### src/rtl/cdc_pkg.sv
// Shared clock-domain-crossing types and defaults for the handshake tx/rx pair.
package cdc_pkg;

  typedef enum logic [1:0] {
    IDLE    = 2'd0,
    REQ     = 2'd1,
    RELEASE = 2'd2
  } hs_tx_state_t;

  localparam int DEFAULT_SYNC_STAGES = 2;

  // A disabled timeout (0) still needs a one-bit counter to elaborate cleanly.
  function automatic int timeout_cnt_w(input int timeout_cyc);
    return (timeout_cyc < 1) ? 1 : $clog2(timeout_cyc + 1);
  endfunction

endpackage

### src/rtl/sync_ff.sv
// Generic N-flop level synchronizer with asynchronous active-low clear.
module sync_ff
  import cdc_pkg::*;
#(
  parameter int STAGES = DEFAULT_SYNC_STAGES
) (
  input  logic clk,
  input  logic reset_n,
  input  logic d,
  output logic q
);

  logic [STAGES-1:0] chain;

  always_ff @(posedge clk or negedge reset_n) begin
    if (!reset_n) begin
      chain <= '0;
    end else begin
      chain <= {chain[STAGES-2:0], d};
    end
  end

  assign q = chain[STAGES-1];

endmodule

### src/rtl/cdc_handshake_tx.sv
// Source end of a 4-phase req/ack crossing: holds a captured word on tx_data,
// raises tx_req and completes return-to-zero against a synchronized tx_ack.
module cdc_handshake_tx
  import cdc_pkg::*;
#(
  parameter int DATA_W      = 8,
  parameter int SYNC_STAGES = DEFAULT_SYNC_STAGES,
  parameter int TIMEOUT_CYC = 1023
) (
  input  logic              clk,
  input  logic              reset_n,
  input  logic              in_valid,
  output logic              in_ready,
  input  logic [DATA_W-1:0] in_data,
  output logic              tx_req,
  output logic [DATA_W-1:0] tx_data,
  input  logic              tx_ack,
  output logic              done,
  output logic              err_timeout
);

  // state   | meaning
  // IDLE    | no transfer; accepts a word when in_valid
  // REQ     | tx_req high, word frozen; waiting for ack_s rise or timeout
  // RELEASE | tx_req low, word still held; waiting for ack_s to fall

  localparam int CNT_W = timeout_cnt_w(TIMEOUT_CYC);
  localparam bit TO_EN = (TIMEOUT_CYC != 0);
  localparam logic [CNT_W-1:0] CNT_LOAD = CNT_W'((TIMEOUT_CYC > 0) ? TIMEOUT_CYC - 1 : 0);

  hs_tx_state_t     state;
  logic [CNT_W-1:0] cnt;
  logic             via_ack;
  logic             ack_s;

  sync_ff #(
    .STAGES(SYNC_STAGES)
  ) u_ack_sync (
    .clk    (clk),
    .reset_n(reset_n),
    .d      (tx_ack),
    .q      (ack_s)
  );

  assign in_ready = (state == IDLE);

  // Timeout is a down-counter loaded on accept; terminal count 0 marks the
  // TIMEOUT_CYC-th cycle spent in REQ.
  always_ff @(posedge clk or negedge reset_n) begin
    if (!reset_n) begin
      state       <= IDLE;
      tx_req      <= 1'b0;
      tx_data     <= '0;
      done        <= 1'b0;
      err_timeout <= 1'b0;
      cnt         <= '0;
      via_ack     <= 1'b0;
    end else begin
      done        <= 1'b0;
      err_timeout <= 1'b0;
      case (state)
        IDLE: begin
          if (in_valid) begin
            tx_data <= in_data;
            tx_req  <= 1'b1;
            cnt     <= CNT_LOAD;
            state   <= REQ;
          end
        end
        REQ: begin
          if (ack_s) begin
            tx_req  <= 1'b0;
            via_ack <= 1'b1;
            state   <= RELEASE;
          end else if (TO_EN && (cnt == '0)) begin
            tx_req      <= 1'b0;
            via_ack     <= 1'b0;
            err_timeout <= 1'b1;
            state       <= RELEASE;
          end else if (TO_EN) begin
            cnt <= cnt - CNT_W'(1);
          end
        end
        RELEASE: begin
          if (!ack_s) begin
            done  <= via_ack;
            state <= IDLE;
          end
        end
        default: begin
          tx_req <= 1'b0;
          state  <= IDLE;
        end
      endcase
    end
  end

endmodule

### config.mk
export PLATFORM = sky130hd
export DESIGN_NAME = cdc_handshake_tx
export DESIGN_NICKNAME = d
export VERILOG_FILES = /design/src/rtl/cdc_pkg.sv /design/src/rtl/sync_ff.sv /design/src/rtl/cdc_handshake_tx.sv
export SDC_FILE = /design/constraint.sdc
export NUM_CORES = 1
export LEC_CHECK = 0
export BUFFER_PORTS_ARGS = -buffer_cell sky130_fd_sc_hd__buf_2
export CORE_ASPECT_RATIO = 1.5
export CORE_UTILIZATION = 40
export CTS_CLUSTER_DIAMETER = 150
export DETAILED_ROUTE_END_ITERATION = 16
export HOLD_SLACK_MARGIN = 0.12
export PLACE_DENSITY_LB_ADDON = 0.15
export SLEW_MARGIN = 20
export SYNTH_ARGS = -nofsm -noshare
export SYNTH_HDL_FRONTEND = slang
export SYNTH_SLANG_ARGS = --single-unit
export TNS_END_PERCENT = 50
### constraint.sdc
create_clock -name clk -period 2.5 [get_ports clk]
set_clock_uncertainty 0.2 [all_clocks]
set_input_delay 0 -clock clk [delete_from_list [all_inputs] [get_ports clk]]
set_output_delay 0 -clock clk [all_outputs]
set_load 0.005 [all_outputs]
======== Yosys cells after proc, flatten, opt, wreduce, memory -nomap -nowiden ========
Cells that the tools add are included.
word-level totals
  input port bits ......................... 12
  RAM bits ................................ 0
  ROM bits ................................ 0
  memories ................................ 0
  bits in registers ....................... 26
  bits in latches ......................... 0
  output and inout port bits .............. 12
  word-level logic and storage cells ...... 45
operators by class
  equal/unequal tests ..................... 7
  reduce and logical (&&, ||, !) cells .... 9
  divide/modulo/power cells ............... 0
  shifts and indexed selects .............. 0
  bitwise gates (word level) .............. 1
  multiplexer cells ....................... 19
  order comparisons ....................... 0
  $add $sub $neg .......................... 1
  multipliers ............................. 0
operator list
  kind                                                 number
  two-way mux 10 bit                                   3
  case mux 10 bit (2 select lines)                     1
  logical NOT 10 bit                                   1
  subtractor 10 x 1 -> 10 bit, second input constant   1
  two-way mux 1 bit                                    9
  two-way mux 2 bit                                    4
  != test 2 bit, second input constant                 4
  case mux 2 bit (3 select lines)                      1
  AND reduction 3 bit                                  2
  AND reduction 2 bit                                  2
  AND reduction 4 bit                                  1
  nonzero test 2 bit                                   2
  != test 3 x 2 -> 1 bit, second input constant        1
  case mux 1 bit (3 select lines)                      1
  equality test 2 x 1 -> 1 bit, second input constant  1
  equality test 2 bit, second input constant           1
  logical NOT 2 bit                                    1
  NOT 1 bit                                            1

======== Depth between registers and ports, before layout ========
Gate-level depths: netlist of the first run.
  word-level depth ........................ 4
  mapped depth ............................ 6
  gate-level depth less buffers ........... 6

======== Cells and area by module ========
Synthesis of the first run repeated with hierarchy kept, for this count alone.
unflattened totals
  cell total of the unflattened synthesis .. 114
  area total of the unflattened synthesis .. 1149.9 sq um
modules (own cells, without submodules)
  module            instances  cells an instance  seq. area each (sq um)  area each (sq um)
  cdc_handshake_tx  1          112                600.6                   1099.8
  sync_ff           1          2                  50.0                    50.0

======== Worst setup path after synthesis of the first run ========
Ideal clock, no wire load.
  kind .................................... flip-flop to flip-flop
  from .................................... register cnt[0]
  to ...................................... register cnt[2]
  buffers on the path ..................... 0
  cell stages (with the launch flop) ...... 7
  path slack .............................. 0.525 ns
  library setup time ...................... 0.124 ns
  required time ........................... 2.176 ns
  data arrival time ....................... 1.651 ns
  period minus slack after synthesis ...... 1.975 ns
  path through ............................ dfrtp_1 > inv_1 > ha_1 > or3b_2 > nor3_4 > nor3_1 > a211o_1
between the ends
  word-level cells in the longest chain between the ends .. 4
  elaborated cells on any way between the ends .. 7
  those cells by class .................... add/sub (1); eq/ne (1); mux (3); reduce/logical (2)
ends and longest elaborated chain
  what                              RTL line                source
  start: declaration                cdc_handshake_tx.sv:32  logic [CNT_W-1:0] cnt;
  start signal: assignment          cdc_handshake_tx.sv:81  cnt <= cnt - CNT_W'(1);
  subtractor 10 x 1 -> 10 bit       cdc_handshake_tx.sv:81
  two-way mux 10 bit                cdc_handshake_tx.sv:75  end else if (TO_EN && (cnt == '0)) begin
  two-way mux 10 bit                cdc_handshake_tx.sv:71  if (ack_s) begin
  case mux 10 bit (2 select lines)  cdc_handshake_tx.sv:61  case (state)
Parallel ways exist; a longest one is shown, timed or not. The select of a mux whose other input is x is not followed.
A chain may end at the register's enable or synchronous reset.

======== Worst setup path after layout of the first run ========
Ends and elaborated chain as after synthesis.

==> results.md, run 1 <==
- CP max stage cell: or3b_2
- Vias/cell: 4.90
- Synth top area share: 0.573
- Crit-path cells: inv_1, ha_1, or3b_2, nor3_4, nor3_1, a211o_1
- # port buffers: 23
- RR Startpoint: cnt[0]$_DFFE_PN0P_
- Asr flop ratio synth: 1.00
- Synth Register Bits: 26
- Clock Sinks: 26
- Worst-margin pin slew: 551 ps
- Final period utilization: 0.836
- Top Family by Delay on Critical Path: simple AND/OR/NAND/NOR gates
- Multi-input logic area: 469 um2
- WHS: 105 ps
- Worst Setup Path Type: flop to flop
- Area Overhead vs Synth: 36.6%
- Synth Flop Type: dfrtp_1
- Worst stage delay on the critical path: 530 ps
- Drt wl/cell: 12.2 um
- CTS root buf: clkbuf_8
- Max_cap viols: 0
- Die area: 3060 um2
- CP Depth: 6
- Proportion of synthesized chip area in sequential cells: 0.573
- Final WL: 2.33 mm
- Synth top cells by count: 33 x nand2_1, 26 x dfrtp_1, 8 x o21ai_0
- Die W: 45.5 um
- Period minus WS final: 2090 ps
- Status: completed
- Vias in the first global route: 927
- Initial antenna violation count: 0
- Startpoint types: flop
- Initial detailed-routing violation count: 10
- Lkg Pwr: 0.000692 uW
- Clk slew on worst S/H paths: 90 ps
- Final Core Density: 0.579
- R2r worst-path depth: 6
- Core region area: 2680 um2
- Largest net degree at the start of global routing: 27
- Worst Setup EP: cnt[2]$_DFFE_PN0P_
- Final antenna diode count: 0
- Final instance area: 1550 um2
- Largest area contributor in the netlist: dfrtp_1
- Cell Area, Synth: 1130 um2
- Hold Crit Class: input port to flop
- Layout cell share with drive strength beyond 1: 0.227
- YS warnings: 0
- Final TNS setup: 0 ps
- Number of buffers and inverters on the critical path: 1
- TritonCTS Buffers: 3
- First-pass GRT wire length: 3.90 mm
- Achievable frequency: 478 MHz
- Grt ovf: 0
- R2r setup slk: 410 ps
- Slew margin rel.: 0.632
- Critical Path RT: 2470 ps
- Post-synth EDFFs: 0
- Die Span Y: 67.2 um
- Pwr dens: 884 nW/um2
- Critical path data arrival time: 2060 ps
- Vias: 935
- Hold_sp: in_valid
- Hpwl dp: 1.52 mm
- Final net count: 168
- Max VDD drop: 514 uV
- Later-pin clock latency in the skew report: 280 ps
- Setup-failing EPs final: 0
- GR Util All Layers: 0.179
- RePlAce Congestion: 0.798
- Launch point of the worst path: cnt[0]$_DFFE_PN0P_
- DRT antenna net count: 0
- Register area: 651 um2
- Synth cell types: 32
- Drt first pass iters: 4
- CTS tree: done
- Crit-path max FO: 5
- RSZ-0062 raised after global routing: no
- CTS Buffer Depth: 2
- Mapped Nets: 124
- Synth area leaders: dfrtp_1 57%, nand2_1 11%, o21ai_0 3.5%
- R2R Path End: cnt[2]$_DFFE_PN0P_
- Drt drc: 0
- Gate Count Post-Synth: 111
- Fillcell total: 228
- Count leader, synth: nand2_1
- CP Capture Type: flop
- Avg Cell Area, Syn: 10.2 um2
- Slew Limit Fails: 0
- H-tree Lvls: 1
- Starting Density: 0.424
- Final hold violations: 0
- Rows: 23
- Dpl cell area: 1290 um2
- I/O Pins: 24
==> cells by family (layout without fill, tap and decap cells) <==
kind of cell               Yosys count  after routing  synth area share
buffers and inverters                4             47            0.0132
and+or+nand+nor                     61             61             0.282
DFF                                 26             26             0.573
adders and majority gates            1              1            0.0110
AOI/OAI and AO/OA                   19             19             0.120
==> state kept, by name, indices dropped and copies added (netlist names) <==
signal	flops
cnt	10
via_ack	1
tx_req	1
state	2
u_ack_sync.chain	2
tx_data	8
done	1
err_timeout	1
==> through the flow <==
step                      setup slack (ps)  instances  total power [uW]
after floorplan                        525        111               832
after global placement                 476        169               969
after detailed placement               430        169               984
after CTS                              414        191              1380
after global routing                   295        191              1460
final                                  409        191              1370
==> report_power, final <==
part	internal [uW]	leakage [uW]	switching (uW)	total, uW
combinational	196	0.000367	215	411
clock	215	0.0000357	137	352
sequential	531	0.000290	78.1	609
total	941	0.000692	430	1370
==> layout by cell type (no fill, tap or decap), types with 2 or more instances in the layout <==
cell type,count
nand2_1,33
dfrtp_1,26
buf_2,23
dlygate4sd3_1,17
o21ai_0,8
nand3_1,5
nor2_1,3
nor3_1,3
clkbuf_8,3
inv_1,2
and2_1,2
nor2b_1,2
a211o_1,2
o211ai_1,2
a21oi_1,2
==> what timing repair did <==
| item | 4_1_cts | 5_1_grt |
|---|---|---|
| gates resized for setup | 0 | 0 |
| hold buffers | 18 | 0 |
| setup buffers | 0 | 0 |
| hold endpoints to repair | 35 | 0 |
==> cell type report <==
cell class / count / share of cell area
Sequential cell: 26 / 0.420
Multi-Input combinational cell: 81 / 0.303
Timing Repair Buffer: 41 / 0.197
Tap cell: 37 / 0.0299
Clock buffer: 3 / 0.0266
Clock inverter: 1 / 0.0194
Inverter: 2 / 0.00484
==> per-layer routing <==
layer,global-route usage,vias to the layer above,wire length [um]
met2,0.311,19,1240
met3,0.0267,5,53
li1,-,469,-
met1,0.195,442,979
met4,0.114,0,61
met5,0,-,0
==> worst min path at each step <==
stage                     cells after the start                     end  slack [ps]
final                                         4  tx_data[6]$_DFFE_PN0P_         100
after global routing                          4  tx_data[6]$_DFFE_PN0P_         160
after CTS                                     4  tx_data[6]$_DFFE_PN0P_         120
after detailed placement                      1      cnt[6]$_DFFE_PN0P_        -170
after global placement                        1      cnt[6]$_DFFE_PN0P_        -170
after floorplan                               0      cnt[0]$_DFFE_PN0P_        -500
==> worst min-delay path: stages <==
cell	delay [ps]
buf_2	100
and2_1	270
nand2_1	130
nand2_1	40
Note: power is estimated with default switching activity, not from simulation.
==> run 2: changes to the inputs <==
--- a/config.mk
+++ b/config.mk
@@ -5,6 +5,7 @@
 export SDC_FILE = /design/constraint.sdc
 export NUM_CORES = 1
 export LEC_CHECK = 0
+export ABC_AREA = 1
 export BUFFER_PORTS_ARGS = -buffer_cell sky130_fd_sc_hd__buf_2
 export CORE_ASPECT_RATIO = 1.5
 export CORE_UTILIZATION = 40
==> constraint.sdc (replaced) <==
create_clock -name clk -period 1.89 [get_ports clk]
set_clock_uncertainty 0.2 [all_clocks]
set_input_delay 0 -clock clk [delete_from_list [all_inputs] [get_ports clk]]
set_output_delay 0 -clock clk [all_outputs]
set_load 0.005 [all_outputs]
==> results.md, run 2 <==
- Post-synth EDFFs: 0 (unchanged)
- Vias in the first global route: 1004 (+8.3%)
- TritonCTS Buffers: 3 (unchanged)
- Cell Area, Synth: 1320 um2 (+17%)
- Drt drc: 0 (unchanged)
- Post-placement setup slack: 137 ps (-293 ps)
- Crit-path max FO: 13 (+8)
- Synth Register Bits: 26 (unchanged)
- H-tree Lvls: 1 (unchanged)
- Core region area: 3160 um2 (+18%)
- Synth top cells by count: 37 x nand2_1, 26 x dfrtp_1, 22 x nand3_1
- Global Route met1 Usage: 0.183 (-0.0115)
- Fillcell total: 289 (+27%)
- RePlAce Congestion: 0.757 (-5.1%)
- Final antenna diode count: 0 (unchanged)
- Grt ovf: 0 (unchanged)
- Met3 Use GR: 0.0126 (-0.0142)
- Starting Density: 0.419 (-0.00502)
- Drt wl/cell: 11.3 um (-7.7%)
- Lkg Pwr: 0.000837 uW (+21%)
- Count leader, synth: nand2_1
- Synth area leaders: dfrtp_1 49%, nand2_1 10%, nand3_1 8.3%
- Hpwl dp: 1.80 mm (+19%)
- Rows: 25 (+8.7%)
- Gate Count Post-Synth: 146 (+32%)
- GR Util All Layers: 0.159 (-0.0203)
- Die Span Y: 72.5 um (+7.8%)
- Largest net degree at the start of global routing: 27 (unchanged)
- CP max stage cell: dfrtp_1
- CTS tree: done
- Later-pin clock latency in the skew report: 270 ps (about the same)
- Proportion of synthesized chip area in sequential cells: 0.491 (-0.0818)
- RSZ-0062 raised after global routing: no
- Initial detailed-routing violation count: 28 (+18)
- Final Instance Count excl. Fillers: 223 (+17%)
- RR Startpoint: cnt[0]$_DFFE_PN0P_
- Clk slew on worst S/H paths: 80 ps (about the same)
- Most frequent cells in the layout: 37 x nand2_1, 26 x dfrtp_1, 23 x buf_2
- Vias: 1070 (+14%)
- Setup-failing EPs final: 0 (unchanged)
- Layout cell share with drive strength beyond 1: 0.290 (+0.0623)
- Hold_sp: u_ack_sync.chain[0]$_DFF_PN0_
- Setup bufs post-CTS: 0 (unchanged)
- Drt first pass iters: 4 (unchanged)
- Largest register by flop count: cnt
- First-pass GRT wire length: 4.28 mm (+9.9%)
- CTS root buf: clkbuf_8
- Slew margin rel.: 0.629 (-0.00296)
- CTS Buffer Depth: 2 (unchanged)
- # port buffers: 23 (unchanged)
- Final WL: 2.52 mm (+7.8%)
- Met2 Use GR: 0.290 (-0.0206)
- Synth Flop Type: dfrtp_1
- Critical path data arrival time: 1710 ps (-350 ps)
- Final worst setup slack: 144 ps (-265 ps)
- Achievable frequency: 573 MHz (+20%)
- Asr flop ratio synth: 1.00 (unchanged)
- Gr busiest metal: met2
- Worst Setup Path Type: flop to flop
- Avg Cell Area, Syn: 9.07 um2 (-11%)
- Synth cell types: 24 (-25%)
- Max reg flops: 10 (unchanged)
- Launch point of the worst path: cnt[0]$_DFFE_PN0P_
- Worst stage delay on the critical path: 410 ps (-120 ps)
- Initial antenna violation count: 0 (unchanged)
- YS warnings: 0 (unchanged)
- Synth top area share: 0.491 (-0.0818)
- Startpoint types: flop
- Largest registers: cnt (10), tx_data (8)
- Max VDD drop: 702 uV (+37%)
- Period minus WS final: 1750 ps (-345 ps)
- Largest area contributor in the netlist: dfrtp_1
- Crit-path cells: inv_1, ha_1, nand2_4, nor2_4, nand3_4, nand2_8, nand2_4, nand2_1, nand2_1
- Most common cell after layout, fill and taps aside: nand2_1
- Hold Crit Class: flop to flop
- Final net count: 197 (+17%)
- Worst-margin pin slew: 557 ps (+5.77 ps)
- Vias/cell: 4.80 (-2.0%)
- DRT antenna net count: 0 (unchanged)
- Final TNS setup: 0 ps (unchanged)
- DP Cell Count: 207 (+22%)
- Critical Path RT: 1850 ps (-620 ps)
- Mapped Nets: 159 (+28%)
- Final hold violations: 0 (unchanged)
- Area Overhead vs Synth: 24.9%
- Die area: 3550 um2 (+16%)
- I/O Pins: 24 (unchanged)
- Clock Sinks: 26 (unchanged)
- Final period utilization: 0.924 (+0.0876)
- Slew Limit Fails: 0 (unchanged)
- Max_cap viols: 0 (unchanged)
- CP Capture Type: flop
- Die W: 49.0 um (+7.7%)
- Status: completed
- Pwr dens: 1510 nW/um2 (+71%)
-- run 2: changes by cell type after synthesis, moves of 4 or more --
cell | previous run | this run
inv_1 | 2 | 11
inv_2 | 0 | 7
mux2_4 | 0 | 7
nand2_1 | 33 | 37
nand3_1 | 5 | 22
nor2_1 | 3 | 10
o21ai_0 | 8 | 3
-- run 2: through the flow --
| stage | hold WS (ps) | total power (uW) | instance area, um2 | utilization |
|---|---|---|---|---|
| floorplan | -496 | 1840 | 1320 | - |
| global placement | -182 | 2110 | 1470 | 0.465 |
| detailed placement | -171 | 2150 | 1470 | 0.465 |
| CTS | 156 | 2520 | 1640 | 0.520 |
| global route | 162 | 2730 | 1650 | 0.523 |
| finish | 153 | 2500 | 1650 | 0.523 |
-- run 2: cell type report --
type / count / area (um2) / area share
clock buffer: 4 / 55.1 / 0.0333
inverter: 19 / 72.6 / 0.0439
multi-input combinational: 98 / 582 / 0.352
sequential: 26 / 651 / 0.394
tap: 40 / 50.0 / 0.0303
timing repair buffer: 36 / 243 / 0.147
-- run 2: report_power, final --
group	leakage (uW)	total, uW	switching (uW)	internal (uW)
Clock	0.0000288	352	165	186
Sequential	0.000307	980	188	793
Combinational	0.000501	1170	654	519
Total	0.000837	2500	1010	1500
-- run 2: worst paths after layout --
path | endpoint | slack, ps | cells after the start
max in group asynchronous | cnt[6]$_DFFE_PN0P_ | 530 | 3
setup / recovery | cnt[7]$_DFFE_PN0P_ | 140 | 9
setup reg to reg | cnt[7]$_DFFE_PN0P_ | 140 | 9
hold / removal | u_ack_sync.chain[1]$_DFF_PN0_ | 150 | 0
hold reg to reg | u_ack_sync.chain[1]$_DFF_PN0_ | 150 | 0
min in group asynchronous | tx_data[6]$_DFFE_PN0P_ | 590 | 3
-- run 2: cells by family (layout without fill, tap and decap cells) --
| group | after synthesis | count (layout) | share of synthesized area |
|---|---|---|---|
| buffers and inverters | 22 | 59 | 0.0756 |
| muxes | 8 | 8 | 0.0879 |
| and+or+nand+nor | 82 | 82 | 0.305 |
| adders and majority gates | 1 | 1 | 0.00945 |
| AOI/OAI and AO/OA | 7 | 7 | 0.0302 |
| DFF | 26 | 26 | 0.491 |
-- run 2: critical path, delay by kind of cell, from the launching register on --
kind / cells / cell delay [ps]
adders and majority gates: 1 / 200
and+or+nand+nor: 7 / 740
DFF: 1 / 410
buffers and inverters: 1 / 80
-- run 2: layer usage --
metal,share of wire,vias up
li1,-,544
met4,0.014,0
met2,0.54,27
met1,0.41,495
met3,0.030,4
met5,0,-
-- run 2: repair_timing --
item                                    in CTS  in global routing
hold buffers                                12                  0
endpoints found under the hold margin       36                  0
gates resized for setup                      0                  1
endpoints found under the setup margin       0                  9
